### src/rtl/seq_gen_if.sv
// Control/serial-output bundle of the seq_gen pattern transmitter.
// master drives the job request, slave is the transmitter itself.
interface seq_gen_if #(
   parameter int WIDTH = 8
);
   logic             start;
   logic             abort;
   logic             use_default;
   logic [WIDTH-1:0] pattern_in;
   logic [3:0]       repeat_cnt;
   logic             data;
   logic             data_vld;
   logic             busy;
   logic             done;

   modport master (
      output start, abort, use_default, pattern_in, repeat_cnt,
      input  data, data_vld, busy, done
   );

   modport slave (
      input  start, abort, use_default, pattern_in, repeat_cnt,
      output data, data_vld, busy, done
   );
endinterface

### src/rtl/seq_gen.sv
// Bit-serial pattern transmitter: sends a WIDTH-bit frame MSB-first with a valid
// strobe, optionally repeated with GAP_CYCLES idle cycles between frames.
module seq_gen #(
   parameter int               WIDTH      = 8,
   parameter logic [WIDTH-1:0] PATTERN    = 8'b1101_1001,
   parameter int               GAP_CYCLES = 0
) (
   input logic      clk,
   input logic      rst_n,
   seq_gen_if.slave bus
);
   localparam int IW = $clog2(WIDTH);
   // Keep the gap counter at least 1 bit wide so GAP_CYCLES=0 still elaborates.
   localparam int GW = (GAP_CYCLES > 0) ? $clog2(GAP_CYCLES + 1) : 1;

   typedef enum logic [1:0] {IDLE, SHIFT, GAP} state_e;

   state_e           state_q;
   logic [WIDTH-1:0] pat_q;
   logic [IW-1:0]    bit_idx_q;
   logic [GW-1:0]    gap_q;
   logic [3:0]       reps_q;
   logic             data_q;
   logic             vld_q;
   logic             busy_q;
   logic             done_q;

   logic [IW-1:0]    idx_dec;
   logic [WIDTH-1:0] pat_sel;

   assign idx_dec = bit_idx_q - IW'(1);
   assign pat_sel = bus.use_default ? PATTERN : bus.pattern_in;

   // bit_idx_q always names the bit currently presented on data_q.
   always_ff @(posedge clk or negedge rst_n) begin
      if (!rst_n) begin
         state_q   <= IDLE;
         pat_q     <= '0;
         bit_idx_q <= '0;
         gap_q     <= '0;
         reps_q    <= '0;
         data_q    <= 1'b0;
         vld_q     <= 1'b0;
         busy_q    <= 1'b0;
         done_q    <= 1'b0;
      end else begin
         done_q <= 1'b0;
         if (bus.abort) begin
            state_q   <= IDLE;
            bit_idx_q <= '0;
            gap_q     <= '0;
            reps_q    <= '0;
            data_q    <= 1'b0;
            vld_q     <= 1'b0;
            busy_q    <= 1'b0;
         end else begin
            case (state_q)
               IDLE: begin
                  if (bus.start) begin
                     state_q   <= SHIFT;
                     pat_q     <= pat_sel;
                     reps_q    <= (bus.repeat_cnt == 4'd0) ? 4'd1 : bus.repeat_cnt;
                     bit_idx_q <= IW'(WIDTH - 1);
                     data_q    <= pat_sel[WIDTH-1];
                     vld_q     <= 1'b1;
                     busy_q    <= 1'b1;
                  end
               end
               SHIFT: begin
                  if (bit_idx_q != '0) begin
                     bit_idx_q <= idx_dec;
                     data_q    <= pat_q[idx_dec];
                  end else if (reps_q > 4'd1) begin
                     reps_q <= reps_q - 4'd1;
                     if (GAP_CYCLES > 0) begin
                        state_q <= GAP;
                        gap_q   <= GW'(GAP_CYCLES - 1);
                        data_q  <= 1'b0;
                        vld_q   <= 1'b0;
                     end else begin
                        bit_idx_q <= IW'(WIDTH - 1);
                        data_q    <= pat_q[WIDTH-1];
                     end
                  end else begin
                     state_q <= IDLE;
                     reps_q  <= '0;
                     data_q  <= 1'b0;
                     vld_q   <= 1'b0;
                     busy_q  <= 1'b0;
                     done_q  <= 1'b1;
                  end
               end
               GAP: begin
                  if (gap_q != '0) begin
                     gap_q <= gap_q - GW'(1);
                  end else begin
                     state_q   <= SHIFT;
                     bit_idx_q <= IW'(WIDTH - 1);
                     data_q    <= pat_q[WIDTH-1];
                     vld_q     <= 1'b1;
                  end
               end
               default: state_q <= IDLE;
            endcase
         end
      end
   end

   assign bus.data     = data_q;
   assign bus.data_vld = vld_q;
   assign bus.busy     = busy_q;
   assign bus.done     = done_q;
endmodule
### src/flat_wrapper.sv
// flat-port wrapper written by rule: the top's interface ports become plain ports
module seq_gen_flat 
#(
   parameter int               WIDTH      = 8,
   parameter logic [WIDTH-1:0] PATTERN    = 8'b1101_1001,
   parameter int               GAP_CYCLES = 0
)
  (clk, rst_n, bus_start, bus_abort, bus_use_default, bus_pattern_in, bus_repeat_cnt, bus_data, bus_data_vld, bus_busy, bus_done);
  seq_gen_if #(.WIDTH(WIDTH)) bus_i ();
  input logic clk;
  input logic rst_n;
  input wire logic [$bits(bus_i.start)-1:0] bus_start;
  input wire logic [$bits(bus_i.abort)-1:0] bus_abort;
  input wire logic [$bits(bus_i.use_default)-1:0] bus_use_default;
  input wire logic [$bits(bus_i.pattern_in)-1:0] bus_pattern_in;
  input wire logic [$bits(bus_i.repeat_cnt)-1:0] bus_repeat_cnt;
  output wire logic [$bits(bus_i.data)-1:0] bus_data;
  output wire logic [$bits(bus_i.data_vld)-1:0] bus_data_vld;
  output wire logic [$bits(bus_i.busy)-1:0] bus_busy;
  output wire logic [$bits(bus_i.done)-1:0] bus_done;
  assign bus_i.start = bus_start;
  assign bus_i.abort = bus_abort;
  assign bus_i.use_default = bus_use_default;
  assign bus_i.pattern_in = bus_pattern_in;
  assign bus_i.repeat_cnt = bus_repeat_cnt;
  assign bus_data = bus_i.data;
  assign bus_data_vld = bus_i.data_vld;
  assign bus_busy = bus_i.busy;
  assign bus_done = bus_i.done;
  seq_gen #(.WIDTH(WIDTH), .PATTERN(PATTERN), .GAP_CYCLES(GAP_CYCLES)) u_core (.clk(clk), .rst_n(rst_n), .bus(bus_i));
endmodule
### config.mk
export PLATFORM = sky130hd
export DESIGN_NAME = seq_gen_flat
export DESIGN_NICKNAME = d
export VERILOG_FILES = /design/src/rtl/seq_gen_if.sv /design/src/rtl/seq_gen.sv /design/src/flat_wrapper.sv
export SDC_FILE = /design/constraint.sdc
export NUM_CORES = 1
export LEC_CHECK = 0
export CORE_MARGIN = 2
export CORE_UTILIZATION = 44
export DETAILED_ROUTE_END_ITERATION = 10
export HOLD_SLACK_MARGIN = 0.1
export PLACE_DENSITY = 0.76
export SYNTH_ARGS = -nofsm -noshare
export SYNTH_HDL_FRONTEND = slang
export SYNTH_SLANG_ARGS = --single-unit
### constraint.sdc
create_clock -name clk -period 1.73 [get_ports clk]
set_input_delay 0.4325 -clock clk [delete_from_list [all_inputs] [get_ports clk]]
set_output_delay 0.4325 -clock clk [all_outputs]
set_load 0.05 [all_outputs]
Yosys cells after proc, flatten, opt, wreduce, memory -nomap -nowiden
Cells that the tools add are included.
- logic and storage cells: 77
- register bits: 22
- output and inout port bits: 4
- bitwise operators: 1
- muxes and demuxes: 42
- eq/ne operators: 7
- magnitude comparators: 2
- reduce and logical (&&, ||, !) cells: 13
- $add $sub $neg: 3
- operators by type and width (cell ; number):
    2-to-1 mux 4 bit ; 5
    2-to-1 mux 1 bit ; 19
    2-to-1 mux 3 bit ; 5
    inequality test 3 bit (second input constant) ; 4
    AND reduction 4 bit ; 3
    2-to-1 mux 2 bit ; 5
    one-hot mux 3 bit (3 select lines) ; 1
    AND reduction 3 bit ; 3
    2-to-1 mux 8 bit ; 1
    one-hot mux 4 bit (2 select lines) ; 1
    one-hot mux 1 bit (3 select lines) ; 2
    one-hot mux 2 bit (3 select lines) ; 1
    nonzero test 3 bit ; 2
    AND reduction 5 bit ; 1
    greater-than comparator 4 x 1 -> 1 bit (second input constant) ; 1
    zero test 4 bit ; 1
    < comparator 3 x 4 -> 1 bit (second input constant) ; 1
    inequality test 4 x 2 -> 1 bit (second input constant) ; 1
    nonzero test 4 bit ; 1
    subtractor 4 x 1 -> 4 bit (second input constant) ; 1
    binary-select mux 1 bit (select 3 bit) ; 1
    subtractor 3 x 1 -> 3 bit (second input constant) ; 1
    == test 2 x 1 -> 1 bit (second input constant) ; 1
    == test 2 bit (second input constant) ; 1
    5 further kinds ; 5

Longest topological paths before layout
Gate-level depths: netlist of run 1.
- word-level depth: 6
- gate-level depth with buffers: 6

Worst setup path after synthesis of run 1
No wires, ideal clock.
- kind: register -> register
- start point: register u_core.bit_idx_q[0]
- end point: register u_core.data_q (netlist: u_core.bus.data)
- required time: 1.599 ns
- arrival: 1.717 ns
- setup slack: -0.118 ns
- path buffers: 0
- cell stages (with the launch flop): 7
- cells stage by stage: dfrtp_1 inv_1 ha_1 mux4_2 nor2b_1 a2111oi_1 nor2_1
- word-level cells in the longest chain between the ends: 6
- elaborated cells on any way between the ends: 7
- classes of those cells: 1 x add/sub; 5 x mux; 1 x reduce/logical
- RTL lines (element ; line ; source):
    start: declaration ; seq_gen.sv:20 ; logic [IW-1:0] bit_idx_q;
    start signal: assignment ; seq_gen.sv:63 ; bit_idx_q <= IW'(WIDTH - 1);
    start signal: assignment ; seq_gen.sv:71 ; bit_idx_q <= idx_dec;
    start signal: assignment ; seq_gen.sv:81 ; bit_idx_q <= IW'(WIDTH - 1);
    subtractor 3 x 1 -> 3 bit ; seq_gen.sv:31 ; assign idx_dec = bit_idx_q - IW'(1);
    binary-select mux 1 bit (select 3 bit) ; seq_gen.sv:72 ; data_q <= pat_q[idx_dec];
    2-to-1 mux 1 bit (implied by the code) ; seq_gen.sv:72 ;
    2-to-1 mux 1 bit * ; seq_gen.sv:70 ; if (bit_idx_q != '0) begin
    one-hot mux 1 bit (3 select lines) * ; seq_gen.sv:57 ; case (state_q)
    2-to-1 mux 1 bit * ; seq_gen.sv:48 ; if (bus.abort) begin
    end signal: assignment ; seq_gen.sv:64 ; data_q <= pat_sel[WIDTH-1];
    end signal: assignment ; seq_gen.sv:72 ;
    end signal: assignment ; seq_gen.sv:82 ; data_q <= pat_q[WIDTH-1];
    end: declaration ; seq_gen.sv:23 ; logic data_q;
Every way passes the cells marked *; elsewhere a longest branch is shown, timed or not. The select of a mux whose other input is x is not followed.
A chain may end at the register's enable or synchronous reset.

Worst setup path after layout of run 1
Same ends and word-level chain as after synthesis.

==> metrics.md, run 1 <==
| Metric | Value |
|---|---|
| CTS Buf Count | `3` |
| I/O Buffers | `20` |
| Setup bufs post-CTS | `0` |
| Root Driver | `clkbuf_4` |
| Reg2Reg Depth | `6` |
| Final slew viol count | `0` |
| Async S/R FF share, synth | `between 90% and 100%` |
| Status | `finished with violations` |
| Global-route wire length before repair | `between 3 and 4 mm` |
| Syn Area/Cell | `9.52 µm²` |
| Core area | `between 2000 and 2500 µm²` |
| CP arrival | `1930 ps` |
| Worst setup startpoint | `u_core.bit_idx_q[0]$_DFFE_PN0P_` |
| Placed cell area | `roughly 1300 µm²` |
| Number of enable flip-flop cells after synthesis | `0` |
| Leakage | `between 0.0006 and 0.0007 µW` |
| Max_cap viols | `0` |
| Flops & latches, synth | `18` |
| Final net count | `158` |
| Initial DRC Count | `13` |
| Cell area after synthesis | `roughly 1000 µm²` |
| Drt first pass iters | `4` |
| Syn Inst Count | `between 100 and 150` |
| Clock transition at path regs | `around 100 ps` |
| Yosys warnings | `0` |
| Top FF cell, synth | `dfrtp_1` |
| Top-Level Pins | `21` |
| Antenna cell count | `0` |
| Total GRT Usage | `about a fifth` |
| Reg-to-Reg Start | `u_core.bit_idx_q[0]$_DFFE_PN0P_` |
| WL/cell | `between 10 and 15 µm` |
| Initial antenna violation count | `0` |
| DP Wirelength | `roughly 1.7 mm` |
| FF-to-FF End | `u_core.bus.data$_DFFE_PN0P_` |
| Fmax | `~580 MHz` |
| CP Data Required Time | `roughly 1900 ps` |
| Failing checks | `negative setup slack` |
| Yosys cell types | `29` |
| Share of layout cells above drive strength 1 | `28.7%` |
| Post-place setup slack | `-202 ps` |
| Placer Congestion | `around 0.9` |
| Largest net degree at the start of global routing | `19` |
| Die span in y | `about 51 µm` |
| Row cnt | `17` |
| CTS sink count | `18` |
| Max IR drop VDD | `570 µV` |
| Slew @ Worst Pin | `between 500 and 600 ps` |
| CTS tree | `built` |
| Reg2reg setup slack | `-9 ps` |
| Area Growth Syn to Fin | `47.2%` |
| RSZ-0062 raised after global routing | `true` |
| Min-Delay Path Class | `input pin to asynchronous set/reset pin` |
| DRT Wirelength | `between 2 and 2.5 mm` |
| Final instance area | `1430 µm²` |
| Final hold vios | `0` |
| Startpoint type of the worst setup path | `flop` |
| Post-Syn Nets | `123` |
| Via-to-Cell Ratio | `5.46` |
| Pwr Total | `1290 µW` |
| Clock Latency Late Sink | `~300 ps` |
| Fin crit period | `1740 ps` |
| Hold Buf Count CTS | `0` |
| Die Area | `roughly 2600 µm²` |
| Vias in the first global route | `between 900 and 1000` |
| Initial Util | `around 45%` |
| Gr ovfl total | `0` |
| Die Wd | `approximately 50 µm` |
| Final setup margin | `-8.76 ps` |
| Post-route clock period utilization | `101%` |
| H-tree depth | `1` |
| Min Hold Slack | `about 450 ps` |
| CP max FO | `2` |
| Max-slew headroom | `64.1%` |
| Antenna-violating nets left | `0` |
| Vias | `a little under 900` |
| CTS Buffer Depth | `2` |
| DRC violations left | `0` |
| Seq/Total Area, Yosys | `46.4%` |
| Setup Viol. Count Final | `1` |
| Crit Path Class | `flop to flop` |
| Worst Skew | `about 2.5 ps` |
| Worst setup EP type | `flop` |
| Cell Pwr Density | `around 900 nW/µm²` |
==> critical path: stages, from the launching register on <==
cell,delay [ps]
dfrtp_1,380
inv_2,60
ha_4,270
mux4_2,490
nor2b_4,150
a2111oi_4,200
nor2_1,80
==> registers in the layout, indices dropped and copies added (netlist names) <==
| signal | count |
|---|---|
| u_core.state_q | 1 |
| u_core.bit_idx_q | 3 |
| u_core.reps_q | 4 |
| u_core.bus.done | 1 |
| u_core.bus.data | 1 |
| u_core.pat_q | 8 |
==> cells by family (layout without fill, tap and decap cells) <==
logic type / count (synthesis) / count (layout) / synth area share [%]
flops: 18 / 18 / 46.4
mux: 2 / 2 / 4.64
compound gates: 29 / 29 / 20.4
buf+inv: 10 / 44 / 4.51
xor+xnor: 1 / 1 / 0.902
fa+ha+maj: 4 / 4 / 5.15
simple gates: 38 / 38 / 18.0
==> final cells by class <==
| class | count | area [µm²] |
|---|---|---|
| Inverter | 7 | 26.3 |
| Sequential cell | 18 | 452 |
| Multi-Input combinational cell | 74 | 567 |
| Tap cell | 28 | 35.0 |
| Timing Repair Buffer | 33 | 313 |
| Fill cell | 174 | 719 |
| Clock buffer | 4 | 36.3 |
==> cells in the mapped netlist (all sizes together), types with 2 or more instances <==
cell type	number	area share (%)
dfrtp	18	46
nor2b	4	2.8
a311oi	3	2.7
nand2	9	3.5
inv	7	2.7
o21ai	10	5.2
mux4	2	4.6
nand2b	5	3.2
nor2	16	6.2
buf	3	1.8
a211oi	3	2.8
a2111oi	3	3.0
ha	4	5.2
a21oi	5	2.6
==> per-layer routing <==
metal  part of all wire [%]  track usage [%]  wire length [µm]
met1                     44             21.6               955
met2                     50             34.6              1110
met3                    3.2             3.51                70
met4                    2.8             13.5                61
met5                      0                0                 0
==> worst max path at each step <==
stage | endpoint | depth (start not counted)
after floorplan | u_core.bus.data$_DFFE_PN0P_ | 6
after global placement | u_core.pat_q[7]$_DFFE_PN0P_ | 5
after detailed placement | u_core.pat_q[7]$_DFFE_PN0P_ | 5
after CTS | u_core.bus.data$_DFFE_PN0P_ | 6
after global routing | u_core.bus.data$_DFFE_PN0P_ | 6
final | u_core.bus.data$_DFFE_PN0P_ | 6
==> repair_timing <==
| action | 4_1_cts | 5_1_grt |
|---|---|---|
| gates resized for setup | 3 | 14 |
| endpoints found under the setup margin | 3 | 10 |
| pin swaps | 1 | 2 |
==> through the flow <==
| step | utilization [%] | TNS [ps] | cells |
|---|---|---|---|
| floorplan | - | -57.5 | 102 |
| CTS | 63.4 | -55.0 | 164 |
| global route | 66.5 | -95.2 | 164 |
| global placement | 61.2 | -1540 | 160 |
| detailed placement | 61.2 | -2140 | 160 |
| finish | 66.5 | -8.76 | 164 |
==> where the power goes <==
group	leakage, µW	switching [µW]	total, µW	internal [µW]
Sequential	0.000225	50.5	535	484
Clock	0.0000210	137	266	129
Combinational	0.000358	248	492	244
Total	0.000604	435	1290	857
==> cells in the final DEF (no fill, tap or decap), types with 2 or more instances in the layout <==
cell type        synthesis  routed
buf_4                    1      15
buf_12                   0       2
nor2b_4                  0       2
a211oi_1                 2       2
ha_1                     4       2
nor2b_1                  3       2
nor2_1                  16      16
clkdlybuf4s50_1          0      16
a311oi_1                 3       2
nand2_1                  9       8
nand2b_1                 5       5
o21ai_1                  3       3
o21ai_0                  7       7
clkbuf_4                 0       3
a2111oi_2                0       2
a21oi_1                  5       4
dfrtp_1                 18      17
mux4_2                   2       2
inv_2                    0       2
inv_1                    7       5
No activity file was read; power rests on OpenSTA's default activity.
==> run 2, diff against run 1 <==
CORE_UTILIZATION = 35   (was 44)
PLACE_DENSITY = 0.63   (was 0.76)
==> run 2 against run 1 <==
Net effect:
- the run still ends with negative setup slack left
- clock skew increased by 1.7 ps
- combinational power decreased by 13%
- critical path depth unchanged
- utilization decreased by 16 points
- clock power decreased by 3%
- final cell count increased by 0.61%
- die area increased by 24%
==> metrics.md, run 2 (synthesized netlist as in run 1, its figures left out) <==
| Metric | Value |
|---|---|
| Status | `finished with violations` |
| Failing checks | `negative setup slack` |
| Number of fill cells | `257 (+48%)` |
| Max stage delay cell, worst path | `mux4_2` |
| Antenna cell count | `0 (unchanged)` |
| Global-route wire length before repair | `3.81 mm (+0.90%)` |
| Reg-to-Reg Start | `u_core.bit_idx_q[0]$_DFFE_PN0P_` |
| Core area | `2690 µm² (+25%)` |
| Clock Latency Late Sink | `290 ps (about the same)` |
| Max reg flops | `8 (unchanged)` |
| Gr ovfl total | `0 (unchanged)` |
| Worst Skew | `4.15 ps (+1.65 ps)` |
| RSZ-0062 raised after global routing | `true` |
| Setup bufs post-CTS | `0 (unchanged)` |
| Reg2Reg Depth | `6 (unchanged)` |
| Min-Delay Path Class | `input pin to asynchronous set/reset pin` |
| Multi-input logic area | `514 µm² (-9.3%)` |
| Initial antenna violation count | `0 (unchanged)` |
| Post-route clock period utilization | `103% (+2.4 points)` |
| Crit-path leading delay family | `multiplexers` |
| DRC violations left | `0 (unchanged)` |
| Initial DRC Count | `15 (+2)` |
| Worst Path Buf+Inv | `1 (unchanged)` |
| Non-Filler Instances | `165 (+0.61%)` |
| WL/cell | `13.4 µm (+0.21%)` |
| Max_cap viols | `0 (unchanged)` |
| Fin crit period | `1780 ps (+40.7 ps)` |
| Leakage | `0.000585 µW (-3.2%)` |
| Row cnt | `19 (+2)` |
| FF-to-FF End | `u_core.bus.data$_DFFE_PN0P_` |
| Die Area | `3210 µm² (+24%)` |
| Setup Viol. Count Final | `1 (unchanged)` |
| Biggest regs | `u_core.pat_q (8), u_core.reps_q (4), u_core.bit_idx_q (3)` |
| Final setup margin | `-49.4 ps (-40.7 ps)` |
| Fmax | `562 MHz (-2.3%)` |
| Critical Path, Cell by Cell | `inv_2, ha_4, mux4_2, nor2b_1, a2111oi_2, nor2_1` |
| CP max FO | `2 (unchanged)` |
| Final instance area | `1360 µm² (-4.6%)` |
| CP arrival | `1960 ps (+30 ps)` |
| Area Growth Syn to Fin | `40.5%` |
| Drt first pass iters | `4 (unchanged)` |
| CTS tree | `built` |
| CTS sink count | `18 (unchanged)` |
| Reg2reg setup slack | `-50 ps (-40 ps)` |
| H-tree depth | `1 (unchanged)` |
| Vias | `857 (-4.2%)` |
| Antenna-violating nets left | `0 (unchanged)` |
| Dpl cells | `161 (+0.63%)` |
| Startpoint type of the worst setup path | `flop` |
| CTS Buffer Depth | `2 (unchanged)` |
| Clock transition at path regs | `100 ps (about the same)` |
| Reg with most FFs | `u_core.pat_q` |
| CP max stage delay | `470 ps (-20 ps)` |
| Max IR drop VDD | `746 µV (+31%)` |
| Final hold vios | `0 (unchanged)` |
| Final slew viol count | `0 (unchanged)` |
| Placed cell area | `1300 µm² (-0.86%)` |
| Most frequent cells in the layout | `dfrtp_1, nor2_1, clkdlybuf4s50_1` |
| DP Wirelength | `1.64 mm (-1.4%)` |
| Vias in the first global route | `865 (-6.3%)` |
| Die span in y | `56.7 µm (+11%)` |
| Share of layout cells above drive strength 1 | `23.1% (-5.5 points)` |
| Slew @ Worst Pin | `637 ps (+103 ps)` |
| Crit Path Class | `flop to flop` |
| DRT Wirelength | `2.21 mm (+0.82%)` |
| Worst setup EP type | `flop` |
| Total GRT Usage | `15.0% (-4.8 points)` |
| Top-Level Pins | `21 (unchanged)` |
| I/O Buffers | `20 (unchanged)` |
| Placer Congestion | `0.810 (-8.6%)` |
| Flip-flop and latch area | `450 µm² (-0.28%)` |
| Post-Route Setup TNS | `-49.4 ps (-40.7 ps)` |
| CTS Buf Count | `3 (unchanged)` |
| Via-to-Cell Ratio | `5.19 (-4.8%)` |
| Root Driver | `clkbuf_4` |
| Initial Util | `36.1% (-9.1 points)` |
| Die Wd | `56.7 µm (+11%)` |
| Fin util | `50.8% (-16 points)` |
| Final net count | `156 (-1.3%)` |
| Most common cell after layout, fill and taps aside | `dfrtp_1` |
| Cell Pwr Density | `896 nW/µm² (-0.90%)` |
| Largest net degree at the start of global routing | `19 (unchanged)` |
| CP Data Required Time | `1910 ps (about the same)` |
| Max-slew headroom | `57.4% (-6.7 points)` |
run 2: cell types whose count changed in the layout (fill, tap and decap cells not counted), sizes merged:
cell,change
buf,-2
run 2: worst max-delay path by stage:
| stage | cells past startpoint | from | endpoint | slack, ps |
|---|---|---|---|---|
| after floorplan | 6 | u_core.bit_idx_q[0]$_DFFE_PN0P_ | u_core.bus.data$_DFFE_PN0P_ | -60 |
| after global placement | 5 | bus_abort | u_core.reps_q[3]$_DFFE_PN0P_ | -140 |
| after global routing | 6 | u_core.bit_idx_q[0]$_DFFE_PN0P_ | u_core.bus.data$_DFFE_PN0P_ | -110 |
| after CTS | 6 | u_core.bit_idx_q[0]$_DFFE_PN0P_ | u_core.bus.data$_DFFE_PN0P_ | -50 |
| after detailed placement | 5 | bus_abort | u_core.reps_q[3]$_DFFE_PN0P_ | -140 |
| final | 6 | u_core.bit_idx_q[0]$_DFFE_PN0P_ | u_core.bus.data$_DFFE_PN0P_ | -50 |
run 2: timing repair:
action                                  4_1_cts  5_1_grt
pin swaps                                     0        1
resized for setup                             2        5
hold buffers                                  0        0
endpoints found under the setup margin        5        8
run 2: metrics by stage:
step	hold slack (ps)	power [µW]	worst slack, ps
final	451	1220	-49.4
after CTS	458	1200	-47.8
after global routing	478	1300	-108
after global placement	466	924	-143
after detailed placement	480	936	-143
after floorplan	137	776	-57.5
run 2: report_power, final:
part           total, µW  switching [µW]  leakage [µW]  internal [µW]
sequential           535            50.9      0.000227            484
clock                259             130     0.0000210            128
combinational        429             219      0.000337            209
total               1220             400      0.000585            821
run 2: area by class of cell:
type                    instances  share of cell area, %
clock buffers                   4                   2.66
flip-flops and latches         18                   33.0
inverters                       7                   1.93
well taps                      31                   2.84
repair buffers                 31                   21.8
multi-input cells              74                   37.7
run 2: worst register-to-register path, stage by stage, from the launching register on:
cell       delay, ps
dfrtp_1          390
inv_2             60
ha_4             270
mux4_2           470
nor2b_1          150
a2111oi_2        240
nor2_1            80
run 2: metal layers:
layer	vias to the layer above	routed length [µm]	share of wire (%)	track usage, %
li1	424	-	-	-
met1	411	998	45	18.2
met2	16	1080	49	25.6
met3	6	78	3.5	4.15
met4	0	52	2.4	4.76
met5	-	0	0	0
